===== config.mk =====
export PLATFORM = sky130hd
export DESIGN_NAME = sys_result_broadcaster
export DESIGN_NICKNAME = d
export VERILOG_FILES = /design/src/rtl/sys_result_broadcaster.sv
export SDC_FILE = /design/constraint.sdc
export NUM_CORES = 1
export LEC_CHECK = 0
export ABC_AREA = 1
export CELL_PAD_IN_SITES_DETAIL_PLACEMENT = 1
export CELL_PAD_IN_SITES_GLOBAL_PLACEMENT = 1
export CORE_UTILIZATION = 25
export DETAILED_ROUTE_END_ITERATION = 10
export PLACE_DENSITY_LB_ADDON = 0.1
export SLEW_MARGIN = 20
export SYNTH_ARGS = -nofsm -noshare
export SYNTH_HDL_FRONTEND = slang
export SYNTH_HIERARCHICAL = 1
export SYNTH_SLANG_ARGS = --single-unit
export TNS_END_PERCENT = 30

===== constraint.sdc =====
create_clock -name clk -period 3.55 [get_ports clk]
set_input_delay 0.5325 -clock clk [delete_from_list [all_inputs] [get_ports clk]]
set_output_delay 0.5325 -clock clk [all_outputs]
set_load 0.005 [all_outputs]

===== src/rtl/sys_result_broadcaster.sv =====
// Result broadcaster: buffers GPR/SPR/CR results in per-channel FIFOs and
// drives the operand-update buses on grant. Optional: SYS_BCAST_BYPASS_EN.

module sys_bcast_channel #(
  parameter int W     = 32,
  parameter int DEPTH = 2
) (
  input  logic         clk,
  input  logic         rst_n,
  input  logic         in_valid,
  input  logic [W-1:0] in_data,
  output logic         in_ready,
  output logic         req,
  input  logic         grant,
  output logic         out_valid,
  output logic [W-1:0] out_data
);
  localparam int PW = $clog2(DEPTH);
  localparam int CW = $clog2(DEPTH) + 1;

  logic [W-1:0]  mem_q [DEPTH];
  logic [PW-1:0] wr_ptr_q, wr_ptr_d;
  logic [PW-1:0] rd_ptr_q, rd_ptr_d;
  logic [CW-1:0] count_q, count_d;
  logic          out_valid_q, out_valid_d;
  logic [W-1:0]  out_data_q, out_data_d;
  logic          push, pop, bypass, fifo_wr;

  always_comb begin
    // NOTE: every comb output gets a default first so no path infers a latch.
    in_ready    = (count_q < CW'(DEPTH)) & rst_n;
    push        = in_valid & in_ready;
    pop         = (count_q != '0) & grant;
`ifdef SYS_BCAST_BYPASS_EN
    bypass      = (count_q == '0) & grant & push;
    req         = (count_q != '0) | push;
`else
    bypass      = 1'b0;
    req         = (count_q != '0);
`endif
    fifo_wr     = push & ~bypass;
    wr_ptr_d    = wr_ptr_q;
    rd_ptr_d    = rd_ptr_q;
    count_d     = count_q;
    out_valid_d = pop | bypass;
    out_data_d  = out_data_q;

    if (fifo_wr) wr_ptr_d = wr_ptr_q + PW'(1);
    if (pop)     rd_ptr_d = rd_ptr_q + PW'(1);

    if (fifo_wr && !pop)      count_d = count_q + CW'(1);
    else if (!fifo_wr && pop) count_d = count_q - CW'(1);

    if (pop)         out_data_d = mem_q[rd_ptr_q];
    else if (bypass) out_data_d = in_data;
  end

  // NOTE: state uses non-blocking assignments so all flops update together.
  always_ff @(posedge clk or negedge rst_n) begin
    if (!rst_n) begin
      wr_ptr_q    <= '0;
      rd_ptr_q    <= '0;
      count_q     <= '0;
      out_valid_q <= 1'b0;
      out_data_q  <= '0;
    end else begin
      wr_ptr_q    <= wr_ptr_d;
      rd_ptr_q    <= rd_ptr_d;
      count_q     <= count_d;
      out_valid_q <= out_valid_d;
      out_data_q  <= out_data_d;
    end
  end

  // NOTE: storage is not reset; count_q gates every read, so stale data is never visible.
  always_ff @(posedge clk) begin
    if (fifo_wr) mem_q[wr_ptr_q] <= in_data;
  end

  assign out_valid = out_valid_q;
  assign out_data  = out_data_q;
endmodule

module sys_result_broadcaster #(
  parameter int RS_ID_WIDTH = 5,
  parameter int FIFO_DEPTH  = 2
) (
  input  logic                        clk,
  input  logic                        rst,
  input  logic                        gpr_output_valid,
  output logic                        gpr_output_ready,
  input  logic [RS_ID_WIDTH-1:0]      gpr_rs_id_out,
  input  logic [4:0]                  gpr_result_reg_addr_out,
  input  logic [31:0]                 gpr_result,
  input  logic                        spr_output_valid,
  output logic                        spr_output_ready,
  input  logic [RS_ID_WIDTH-1:0]      spr_rs_id_out,
  input  logic [9:0]                  spr_result_reg_addr_out,
  input  logic [31:0]                 spr_result,
  input  logic                        cr_output_valid,
  output logic                        cr_output_ready,
  input  logic [RS_ID_WIDTH-1:0]      cr_rs_id_out,
  input  logic [0:7]                  cr_result_enable,
  input  logic [0:31]                 cr_result,
  output logic                        gpr_bcast_req,
  output logic                        spr_bcast_req,
  output logic                        cr_bcast_req,
  input  logic                        gpr_bcast_grant,
  input  logic                        spr_bcast_grant,
  input  logic                        cr_bcast_grant,
  output logic                        update_gpr_op_valid,
  output logic [RS_ID_WIDTH-1:0]      update_gpr_op_rs_id_in,
  output logic [31:0]                 update_gpr_op_value_in,
  output logic [4:0]                  update_gpr_reg_addr,
  output logic                        update_spr_op_valid,
  output logic [RS_ID_WIDTH-1:0]      update_spr_op_rs_id_in,
  output logic [31:0]                 update_spr_op_value_in,
  output logic [9:0]                  update_spr_reg_addr,
  output logic [0:7]                  update_cr_op_valid,
  output logic [0:7][RS_ID_WIDTH-1:0] update_cr_op_rs_id_in,
  output logic [0:7][3:0]             update_cr_op_value_in
);
  localparam int W_GPR = RS_ID_WIDTH + 5 + 32;
  localparam int W_SPR = RS_ID_WIDTH + 10 + 32;
  localparam int W_CR  = RS_ID_WIDTH + 8 + 32;

  logic [W_GPR-1:0]       gpr_bcast_data;
  logic [W_SPR-1:0]       spr_bcast_data;
  logic [W_CR-1:0]        cr_bcast_data;
  logic                   cr_bcast_valid;
  logic [RS_ID_WIDTH-1:0] cr_id_s;
  logic [0:7]             cr_en_s;
  logic [0:31]            cr_val_s;

  sys_bcast_channel #(.W(W_GPR), .DEPTH(FIFO_DEPTH)) u_gpr (
    .clk      (clk),
    .rst_n    (rst),
    .in_valid (gpr_output_valid),
    .in_data  ({gpr_rs_id_out, gpr_result_reg_addr_out, gpr_result}),
    .in_ready (gpr_output_ready),
    .req      (gpr_bcast_req),
    .grant    (gpr_bcast_grant),
    .out_valid(update_gpr_op_valid),
    .out_data (gpr_bcast_data)
  );

  sys_bcast_channel #(.W(W_SPR), .DEPTH(FIFO_DEPTH)) u_spr (
    .clk      (clk),
    .rst_n    (rst),
    .in_valid (spr_output_valid),
    .in_data  ({spr_rs_id_out, spr_result_reg_addr_out, spr_result}),
    .in_ready (spr_output_ready),
    .req      (spr_bcast_req),
    .grant    (spr_bcast_grant),
    .out_valid(update_spr_op_valid),
    .out_data (spr_bcast_data)
  );

  sys_bcast_channel #(.W(W_CR), .DEPTH(FIFO_DEPTH)) u_cr (
    .clk      (clk),
    .rst_n    (rst),
    .in_valid (cr_output_valid),
    .in_data  ({cr_rs_id_out, cr_result_enable, cr_result}),
    .in_ready (cr_output_ready),
    .req      (cr_bcast_req),
    .grant    (cr_bcast_grant),
    .out_valid(cr_bcast_valid),
    .out_data (cr_bcast_data)
  );

  assign {update_gpr_op_rs_id_in, update_gpr_reg_addr, update_gpr_op_value_in} = gpr_bcast_data;
  assign {update_spr_op_rs_id_in, update_spr_reg_addr, update_spr_op_value_in} = spr_bcast_data;
  assign {cr_id_s, cr_en_s, cr_val_s} = cr_bcast_data;

  // CR field i is big-endian nibble [4i:4i+3]; a field strobes only if enabled.
  always_comb begin
    for (int i = 0; i < 8; i++) begin
      update_cr_op_valid[i]    = cr_bcast_valid & cr_en_s[i];
      update_cr_op_rs_id_in[i] = cr_id_s;
      update_cr_op_value_in[i] = cr_val_s[4*i +: 4];
    end
  end
endmodule


==> Flow_metrics.wiki, run 1 <==
{| class="wikitable"
! Metric !! Value
|-
| Pwr dens || 816.8 nW/µm²
|-
| Total number of yosys warnings || 6
|-
| Critical R2R Capture || u_spr/mem_q[1][36]$_DFFE_PP_
|-
| Average vias per placed instance || 4.034
|-
| P_leak || 9.095 nW
|-
| Standard cell area after detailed placement || 19,670 µm²
|-
| Post-Synthesis Mean Instance Area || 11.29 µm²
|-
| Number of endpoints failing setup at the final stage || 0
|-
| Tightest Pin Transition || about 0.96 ns
|-
| Boundary Pins || 319
|-
| Min Clock Period, post-route || 2.732 ns
|-
| Post-layout total power || 17.42 mW
|-
| Critical Path Start Type || input port
|-
| Achievable frequency || 366.0 MHz
|-
| Number of global-route vias before repair || about 11k
|-
| Cell at the root of the clock tree || clkbuf_16
|-
| Kind of critical path || in -> out
|-
| Met3 routed WL || 2574 µm
|-
| Arr. time, crit path || 2.20 ns
|-
| Initial standard-cell utilization of the core || between 20% and 30%
|-
| Kind of cell adding the most delay to the critical path || buffers and inverters
|-
| DIE AREA || about 65,000 µm²
|-
| Worst-path cell chain || dlygate4sd3_1 > buf_6 > inv_1 > nor2_1 > clkdlybuf4s50_1
|-
| Routed wire length || 44,140 µm
|-
| Number of storage elements in the synthesis netlist || 417
|-
| Die X || 254.4 µm
|-
| Share of layout cells above drive strength 1 || 6.544%
|-
| Clock buffer depth || 3
|-
| Launch point of the critical path || rst
|-
| Cell area after technology mapping || 15,920 µm²
|-
| Max-cap violations || 0
|-
| Leading cell types in the layout, fill and taps excluded || 833 x nand2_1, 317 x clkdlybuf4s50_1, 268 x edfxtp_1
|-
| Highest fanout seen on the critical path || 36
|-
| Post-Route Utilization || 33.87%
|-
| Met2 routed wirelength || 21,540 µm
|-
| Portion of the post-synthesis area used by sequential elements || around three quarters
|-
| Cells on worst reg2reg path || 4
|-
| Fin. max-slew vios || 0
|-
| Number of instances in the placed design || 2,497
|-
| Number of DRC violations after detailed routing || 0
|-
| CP peak stage delay || 0.55 ns
|-
| Setup slack after layout || 0.8180 ns
|-
| Worst reg2reg path startpoint || u_spr/count_q[1]$_DFFE_PN0P_
|-
| Fin Clk Skew || 0.02740 ns
|-
| Crit end category || output port
|-
| Port Buffers || 318
|-
| Number of optimization iterations in the first detailed-route pass || 4
|-
| Sinks on Clock Net || 417
|-
| Cell area after layout || 21,330 µm²
|-
| Layout-stage area growth over the synthesis result || 33.95%
|-
| Wire length per cell || 17.05 µm
|-
| Maximum ir drop on the vdd rail || about 0.38 mV
|-
| Final net count || 1,848
|-
| Post-Syn Nets || 1,555
|-
| Result of the run || finished, final reports clean
|-
| Number of setup buffers added after CTS || 0
|-
| Worst-case headroom to the max-slew limit || 36.09%
|-
| Total routing resource utilization after global routing || 13.75%
|-
| Maximum number of pins on one net before global-route repair || 50
|-
| Final-layout setup total negative slack || 0 ns
|-
| Wire length of the first global-routing pass || 66,690 µm
|-
| Antenna violations before repair || 7
|-
| RSZ-0062 raised after global routing || false
|-
| Placeable core region || 62,970 µm²
|-
| Clock tree from TritonCTS || yes
|-
| Post-Route M1 WL || 18,930 µm
|-
| Clock-pin slew reported for the worst setup and hold paths after clock tree synthesis || 0.06 ns
|-
| Number of buffer and inverter instances along the worst setup path || 4
|-
| Period utilisation layout || 76.96%
|-
| Grt total ovfl || 0
|-
| Clock insertion delay at the later pin of the skew report || 0.59 ns
|-
| Final weighted congestion in routability-driven placement || 0.7124
|-
| Number of rows in the core area || 92
|-
| Worst setup timing slack at the placement stage || 1.048 ns
|-
| Clock buffer count from CTS || 49
|-
| Total number of vias || 10.44k
|-
| HPWL after DPL || 27,560 µm
|-
| Critical path data required time || 3.02 ns
|-
| Slowest cell on the critical path || dlygate4sd3_1
|-
| Number of instances in the synthesized netlist || around 1.4k
|-
| Worst hold slack across all endpoints || between 0.4 and 0.5 ns
|-
| Number of standard cells in the final layout excluding fillers || roughly 2.6k
|-
| Number of nets still failing antenna checks after routing || 0
|-
| Detailed router's first-iteration violation count || 361
|-
| Number of distinct library cells after synthesis || 19
|-
| Highest metal layer with signal wires || met5
|-
| H-tree depth || 2
|-
| Reg2reg setup slack || 1.63 ns
|-
| Most common cell after layout, fill and taps aside || nand2_1
|-
| Hold/Removal Path Class || in -> async
|-
| Chip height || around 250 µm
|-
| Final count of hold timing violations || 0
|}
cell usage after synthesis:
library cell  instances  area [µm²]
nand2_1             833        3127
edfxtp_1            268        8048
dfrtp_1             149        3729
buf_4                42       315.3
buf_2                32       160.2
inv_1                23       86.33
buf_6                15       168.9
inv_2                10       37.54
nor2_1                9       33.78
nand3_1               6       30.03
clkbuf_1              3       11.26
ha_1                  3       37.54
nand2_2               3       18.77
nand2_4               3       33.78
nand4_1               3       18.77
xnor2_1               3       26.28
xor2_1                3       26.28
inv_4                 1       6.260
inv_6                 1       8.760
per-layer routing:
layer	up-vias	GRT usage [%]
li1	5049	-
met1	5077	17.39
met2	228	22.97
met3	77	3.633
met4	12	4.045
met5	-	0
flip-flops by register name, indices dropped and copies added, names as in the netlist:
name,flops
u_cr/count_q,2
u_spr/wr_ptr_q,1
u_cr/out_data,45
u_spr/rd_ptr_q,1
u_spr/out_data,47
u_gpr/out_valid,1
u_gpr/rd_ptr_q,1
u_gpr/wr_ptr_q,1
u_cr/out_valid,1
u_cr/rd_ptr_q,1
u_cr/wr_ptr_q,1
u_spr/out_valid,1
u_spr/mem_q,94
u_gpr/out_data,42
u_cr/mem_q,90
u_gpr/count_q,2
u_gpr/mem_q,84
u_spr/count_q,2
logic make-up (layout without fill, tap and decap cells):
group / count (synthesis) / in the layout / synth area share [%]
other: 0 / 1 / 0
XOR/XNOR: 6 / 6 / 0.3301
AND/OR/NAND/NOR: 857 / 857 / 20.49
adder cells (fa/ha/maj): 3 / 3 / 0.2358
flip-flops: 417 / 417 / 73.96
buffers and inverters: 127 / 459 / 4.990
worst max path at each step:
stage | end | slack (ns) | cells past startpoint
detailed placement | u_spr/mem_q[1][35]$_DFFE_PP_ | 1.05 | 4
floorplan | u_spr/mem_q[0][0]$_DFFE_PP_ | 0.43 | 2
CTS | spr_output_ready | 0.76 | 5
finish | spr_output_ready | 0.82 | 5
global route | spr_output_ready | 0.68 | 5
global placement | u_spr/mem_q[0][32]$_DFFE_PP_ | 1.10 | 4
power by group:
| part | leakage, nW | internal, mW | total [mW] | switching, mW |
|---|---|---|---|---|
| Combinational | 4.00 | 2.45 | 5.26 | 2.80 |
| Sequential | 4.29 | 6.37 | 7.04 | 0.674 |
| Clock | 0.807 | 3.11 | 5.13 | 2.01 |
final cells by class:
cell class	count	area (µm²)
antenna	1	2.502
clock buffer	67	1355
clock inverter	23	292.8
fill	6907	41640
inverter	35	138.9
multi-input combinational	866	3397
sequential	417	11780
tap	846	1059
timing repair buffer	334	3307
repair_timing:
item	4_1_cts	5_1_grt
endpoints found under the hold margin	28	0
resized for setup	0	0
hold buffers	1	0
endpoints found under the setup margin	0	0
(Power assumes the default switching activity.)
==> run 2: changes to the inputs <==
clock period = 2.6 ns   (was 3.55 ns; I/O delays follow)
==> Flow_metrics.wiki, run 2 (synthesis results as in run 1) <==
{| class="wikitable"
! Metric !! Value
|-
| Result of the run || finished, final reports clean
|-
| Number of optimization iterations in the first detailed-route pass || 4 (unchanged)
|-
| Pwr dens || 1098 nW/µm² (+34%)
|-
| Arr. time, crit path || 1.91 ns (-0.29 ns)
|-
| Post-layout total power || 23.47 mW (+35%)
|-
| Share of layout cells above drive strength 1 || 6.686% (+0.14 points)
|-
| Fin. max-slew vios || 0 (unchanged)
|-
| Wire length per cell || 17.25 µm (+1.2%)
|-
| Clock tree from TritonCTS || yes
|-
| Antenna violations before repair || 10 (+3)
|-
| Post_cts resized || 0 (unchanged)
|-
| Internal Pwr Total || 16.00 mW (+34%)
|-
| Most common cell after layout, fill and taps aside || nand2_1
|-
| Hold/Removal Path Class || in -> async
|-
| Layout-stage area growth over the synthesis result || 34.27%
|-
| Worst setup timing slack at the placement stage || 0.4967 ns (-0.5513 ns)
|-
| Switching share of total power || 31.84% (+0.32 points)
|-
| Final net count || 1,855 (+0.38%)
|-
| Post-Route Utilization || 33.95% (+0.079 points)
|-
| Grt total ovfl || 0 (unchanged)
|-
| Number of global-route vias before repair || 11.12k (+3.1%)
|-
| Final count of hold timing violations || 0 (unchanged)
|-
| Worst-case headroom to the max-slew limit || 40.54% (+4.5 points)
|-
| Average vias per placed instance || 4.052 (+0.46%)
|-
| Tightest Pin Transition || 0.8905 ns (-0.06669 ns)
|-
| Leading cell types in the layout, fill and taps excluded || 833 x nand2_1, 317 x clkdlybuf4s50_1, 268 x edfxtp_1
|-
| Achievable frequency || 435.3 MHz
|-
| Sw Pwr || 7.470 mW (+36%)
|-
| Routed wire length || 44,820 µm (+1.6%)
|-
| Relative contribution of sequential cells to total power || 40.9% (+0.5 points)
|-
| RSZ-0062 raised after global routing || false
|-
| DIE AREA || 64,700 µm² (unchanged)
|-
| Number of rows in the core area || 92 (unchanged)
|-
| Period utilisation layout || 88.36%
|-
| Leading registers by flop count || u_spr/mem_q (94), u_cr/mem_q (90), u_gpr/mem_q (84)
|-
| Cell at the root of the clock tree || clkbuf_16
|-
| Clock insertion delay at the later pin of the skew report || 0.58 ns (about the same)
|-
| Critical Path Start Type || input port
|-
| Initial standard-cell utilization of the core || 25.29% (unchanged)
|-
| Clock buffer depth || 3 (unchanged)
|-
| Clock-pin slew reported for the worst setup and hold paths after clock tree synthesis || 0.06 ns (about the same)
|-
| Sinks on Clock Net || 417 (unchanged)
|-
| Clock buffer count from CTS || 49 (unchanged)
|-
| Chip height || 254.4 µm (unchanged)
|-
| Critical path data required time || 2.21 ns (-0.81 ns)
|-
| Post-Route M1 WL || 19,100 µm (+0.91%)
|-
| Wire length of the first global-routing pass || 67,970 µm (+1.9%)
|-
| Combinational cell fraction of total power || 31.0% (+0.8 points)
|-
| Highest fanout seen on the critical path || 19 (-47%)
|-
| Max-cap violations || 0 (unchanged)
|-
| Detailed router's first-iteration violation count || 383 (+6.1%)
|-
| Port Buffers || 318 (unchanged)
|-
| Fin Clk Skew || 0.01869 ns (-0.008719 ns)
|-
| Highest metal layer with signal wires || met5
|-
| Setup slack after layout || 0.3026 ns (-0.5154 ns)
|-
| Met2 routed wirelength || 21,920 µm (+1.7%)
|-
| Flip-flop count of the largest register, all copies and words added || 94 (unchanged)
|-
| Cells on worst reg2reg path || 4 (unchanged)
|-
| Met3 routed WL || 2798 µm (+8.7%)
|-
| Maximum ir drop on the vdd rail || 0.4335 mV (+14%)
|-
| H-tree depth || 2 (unchanged)
|-
| Min Clock Period, post-route || roughly 2.3 ns
|-
| Die X || 254.4 µm (unchanged)
|-
| Boundary Pins || 319 (unchanged)
|-
| Total routing resource utilization after global routing || 14.00% (+0.25 points)
|-
| Maximum number of pins on one net before global-route repair || 89 (+78%)
|-
| Number of nets still failing antenna checks after routing || 0 (unchanged)
|-
| Number of setup buffers added after CTS || 0 (unchanged)
|-
| Total number of vias || 10.53k (+0.80%)
|-
| Crit end category || output port
|-
| Cts-stage hold buffer count || 1 (unchanged)
|-
| Number of DRC violations after detailed routing || 0 (unchanged)
|-
| Final weighted congestion in routability-driven placement || 0.6944 (-2.5%)
|-
| Number of endpoints failing setup at the final stage || 0 (unchanged)
|-
| Placeable core region || 62,970 µm² (unchanged)
|-
| HPWL after DPL || 28,260 µm (+2.5%)
|-
| Most flop-heavy register || u_spr/mem_q
|-
| Filler Cell Count || 6,931 (+0.35%)
|-
| Kind of critical path || in -> out
|-
| P_leak || 9.105 nW (+0.11%)
|-
| Clock network fraction of total power || 28.1% (-1.3 points)
|}
run 2: cell types whose count changed in the layout (fill, tap and decap cells not counted), moves of 3 or more:
cell	before	now
bufinv_16	6	0
buf_12	0	8
clkbuf_8	4	10
clkinv_2	9	6
clkbuf_1	13	17
run 2: cell type report:
cell class | count | area [µm²] | share of cell area, %
Tap cell | 846 | 1059 | 4.951
Clock buffer | 78 | 1478 | 6.912
Inverter | 35 | 138.9 | 0.6496
Sequential cell | 417 | 11780 | 55.09
Antenna cell | 2 | 5.005 | 0.02341
Clock inverter | 13 | 65.06 | 0.3043
Multi-Input combinational cell | 866 | 3397 | 15.89
Timing Repair Buffer | 341 | 3460 | 16.18
run 2: worst max-delay path, cell delays in order:
cell,delay [ns]
dlygate4sd3_1,0.55
buf_6,0.25
inv_1,0.07
nor2_1,0.09
clkdlybuf4s50_1,0.52
run 2: per-layer routing:
metal  GRT usage, %  vias to the layer above
met5              0                        -
met1          17.49                     5146
li1               -                     5065
met2          23.46                      226
met3          3.705                       74
met4          4.458                       16
run 2: metrics by stage:
stage | hold WS, ns | std cells | TNS [ns] | instance area, µm²
after global placement | 0.2778 | 2504 | 0 | 19820
after CTS | 0.2252 | 2596 | 0 | 21370
after floorplan | 0.09441 | 1410 | -91.50 | 15920
after detailed placement | 0.2752 | 2504 | 0 | 19820
final | 0.2540 | 2598 | 0 | 21380
after global routing | 0.2552 | 2598 | 0 | 21380
run 2: final timing paths:
kind,startpoint,slack (ns),endpoint
worst max-delay path,rst,0.30,spr_output_ready
worst min-delay path,rst,0.25,u_cr/out_data[16]$_DFFE_PN0P_
worst max register to register,u_spr/count_q[1]$_DFFE_PN0P_,0.91,u_spr/mem_q[0][12]$_DFFE_PP_
worst min register to register,u_spr/out_data[25]$_DFFE_PN0P_,0.48,u_spr/out_data[25]$_DFFE_PN0P_
max in group asynchronous,rst,1.48,u_cr/out_data[4]$_DFFE_PN0P_
min in group clk,spr_result[8],0.39,u_spr/mem_q[0][8]$_DFFE_PP_
run 2: power by group through the flow:
stage / combinational [mW] / sequential [mW] / clock [mW]
2_1_floorplan: 3.75 / 9.58 / 0
3_3_place_gp: 7.42 / 9.74 / 0
3_5_place_dp: 7.53 / 9.75 / 0
4_1_cts: 7.55 / 9.66 / 6.87
5_1_grt: 8.25 / 9.81 / 7.11
6_report: 7.27 / 9.61 / 6.59
==> run 3: changes to the inputs <==
CELL_PAD_IN_SITES_DETAIL_PLACEMENT = not set   (was 1)
CELL_PAD_IN_SITES_GLOBAL_PLACEMENT = not set   (was 1)
CTS_CLUSTER_SIZE = 40   (was not set)
PLACE_DENSITY_LB_ADDON = not set   (was 0.1)
SKIP_CTS_REPAIR_TIMING = 1   (was not set)
==> Flow_metrics.wiki, run 3 (synthesis results as in run 1) <==
{| class="wikitable"
! Metric !! Value
|-
| Routed wire length || 38,380 µm (-14%)
|-
| Result of the run || finished, violations left
|-
| Pwr dens || 1086 nW/µm² (-1.1%)
|-
| Most common cell after layout, fill and taps aside || nand2_1
|-
| Final count of hold timing violations || 5 (+5)
|-
| Antenna violations before repair || 5 (-5)
|-
| Cell at the root of the clock tree || clkbuf_16
|-
| Violations in the final reports || design-rule violations, negative hold slack
|-
| Clock-pin slew reported for the worst setup and hold paths after clock tree synthesis || 0.06 ns (about the same)
|-
| CP peak stage delay || 0.62 ns (+0.07 ns)
|-
| Initial standard-cell utilization of the core || 25.29% (unchanged)
|-
| Max-cap violations || 0 (unchanged)
|-
| Number of nets still failing antenna checks after routing || 0 (unchanged)
|-
| Achievable frequency || 404.7 MHz (-7.0%)
|-
| Number of optimization iterations in the first detailed-route pass || 7 (+3)
|-
| Share of layout cells above drive strength 1 || 6.429% (-0.26 points)
|-
| Layout-stage area growth over the synthesis result || 33.89%
|-
| Placeable core region || 62,970 µm² (unchanged)
|-
| Grt total ovfl || 0 (unchanged)
|-
| Period utilisation layout || 95.04% (+6.7 points)
|-
| Worst reg2reg path startpoint || u_spr/count_q[1]$_DFFE_PN0P_
|-
| Cell area after layout || 21,320 µm² (-0.28%)
|-
| Fin Clk Skew || 0.02516 ns (+0.006471 ns)
|-
| Number of standard cells in the final layout excluding fillers || 2,592 (-0.23%)
|-
| Setup slack after layout || 0.1289 ns (-0.1737 ns)
|-
| Worst-path cell chain || nor2_1 > clkdlybuf4s50_1
|-
| Number of buffer and inverter instances along the worst setup path || 1 (-3)
|-
| Crit end category || output port
|-
| Total number of vias || 10.42k (-1.0%)
|-
| Reg2reg setup slack || 0.93 ns (+0.02 ns)
|-
| Standard cell area after detailed placement || 19,770 µm² (-0.24%)
|-
| Tightest Pin Transition || 0.8659 ns (-0.02466 ns)
|-
| Slowest cell on the critical path || clkdlybuf4s50_1
|-
| Total routing resource utilization after global routing || 11.58% (-2.4 points)
|-
| Port Buffers || 318 (unchanged)
|-
| Kind of cell adding the most delay to the critical path || buffers and inverters
|-
| Maximum number of pins on one net before global-route repair || 74 (-17%)
|-
| Clock tree from TritonCTS || yes
|-
| Worst hold slack across all endpoints || -0.01126 ns (-0.2652 ns)
|-
| Wire length of the first global-routing pass || 57,880 µm (-15%)
|-
| P_leak || 9.066 nW (-0.43%)
|-
| Final net count || 1,850 (-0.27%)
|-
| Post-layout total power || 23.15 mW (-1.3%)
|-
| RSZ-0062 raised after global routing || false
|-
| Arr. time, crit path || 2.08 ns (+0.17 ns)
|-
| Critical Path Start Type || register
|-
| Flip-flop count of the largest register, all copies and words added || 94 (unchanged)
|-
| Final-layout setup total negative slack || 0 ns (unchanged)
|-
| Filler Cell Count || 6,213 (-10%)
|-
| Number of instances in the placed design || 2,501 (-0.12%)
|-
| Leading cell types in the layout, fill and taps excluded || 833 x nand2_1, 317 x clkdlybuf4s50_1, 268 x edfxtp_1
|-
| DIE AREA || 64,700 µm² (unchanged)
|-
| Fin. max-slew vios || 0 (unchanged)
|-
| Worst setup timing slack at the placement stage || 0.3058 ns (-0.1909 ns)
|-
| Post-Route Utilization || 33.86% (-0.095 points)
|-
| Wire length per cell || 14.81 µm (-14%)
|-
| Number of DRC violations after detailed routing || 4 (+4)
|-
| Number of endpoints failing setup at the final stage || 0 (unchanged)
|-
| Chip height || 254.4 µm (unchanged)
|-
| Maximum ir drop on the vdd rail || 0.4953 mV (+14%)
|-
| Detailed router's first-iteration violation count || 573 (+50%)
|-
| Number of global-route vias before repair || 10.37k (-6.7%)
|-
| HPWL after DPL || 24,370 µm (-14%)
|-
| Min Clock Period, post-route || 2.471 ns (+0.1737 ns)
|-
| Number of rows in the core area || 92 (unchanged)
|-
| Clock buffer count from CTS || 46 (-6.1%)
|-
| H-tree depth || 2 (unchanged)
|-
| Kind of critical path || reg -> out
|-
| Highest fanout seen on the critical path || 3 (-16)
|-
| Final weighted congestion in routability-driven placement || 0.7359 (+6.0%)
|-
| Average vias per placed instance || 4.021 (-0.77%)
|-
| Hold/Removal Path Class || in -> async
|-
| Leading registers by flop count || u_spr/mem_q (94), u_cr/mem_q (90), u_gpr/mem_q (84)
|-
| Most flop-heavy register || u_spr/mem_q
|-
| Worst-case headroom to the max-slew limit || 42.19% (+1.6 points)
|-
| Clock buffer depth || 3 (unchanged)
|-
| Sinks on Clock Net || 417 (unchanged)
|-
| Critical path data required time || 2.21 ns (about the same)
|-
| Boundary Pins || 319 (unchanged)
|-
| Critical R2R Capture || u_spr/mem_q[1][32]$_DFFE_PP_
|-
| Clock insertion delay at the later pin of the skew report || 0.57 ns (about the same)
|-
| Die X || 254.4 µm (unchanged)
|-
| Cells on worst reg2reg path || 4 (unchanged)
|}
[run 3: cell count changes in the layout (fill, tap and decap cells not counted), sizes merged, moves of 2 or more]
cell / delta
inv: +3
diode: +2
clkbuf: -12
bufinv: +4
clkinv: -2
buf: -3
[run 3: power breakdown]
part	switching (mW)	internal [mW]	leakage (nW)	total (mW)
sequential	0.928	8.68	4.29	9.61
clock	2.62	3.89	0.733	6.50
combinational	3.65	3.39	4.04	7.04
[run 3: worst max path at each step]
stage	startpoint	endpoint	slack (ns)	depth (start not counted)
2_1_floorplan	u_spr/count_q[1]$_DFFE_PN0P_	u_spr/mem_q[0][0]$_DFFE_PP_	-0.43	3
3_3_place_gp	rst	spr_output_ready	0.30	4
3_5_place_dp	rst	spr_output_ready	0.31	4
4_1_cts	u_spr/count_q[1]$_DFFE_PN0P_	spr_output_ready	0.02	2
5_1_grt	u_spr/count_q[1]$_DFFE_PN0P_	spr_output_ready	0.02	2
6_report	u_spr/count_q[1]$_DFFE_PN0P_	spr_output_ready	0.13	2
[run 3: final cells by class]
class                      count  area, µm²  area share (%)
timing repair buffer         339       3422           16.05
tap                          846       1059           4.965
inverter                      35      138.9          0.6514
multi-input combinational    866       3397           15.93
clock buffer                  66       1297           6.086
antenna                        4      10.01         0.04695
sequential                   417      11780           55.24
clock inverter                19      217.7           1.021
[run 3: per-layer routing]
layer / part of all wire (%) / routed length [µm] / track usage [%]
met3: 6.1 / 2328 / 2.480
met5: 0 / 0 / 0
met4: 2.0 / 785 / 3.838
met2: 50 / 19330 / 19.81
met1: 42 / 15930 / 14.45
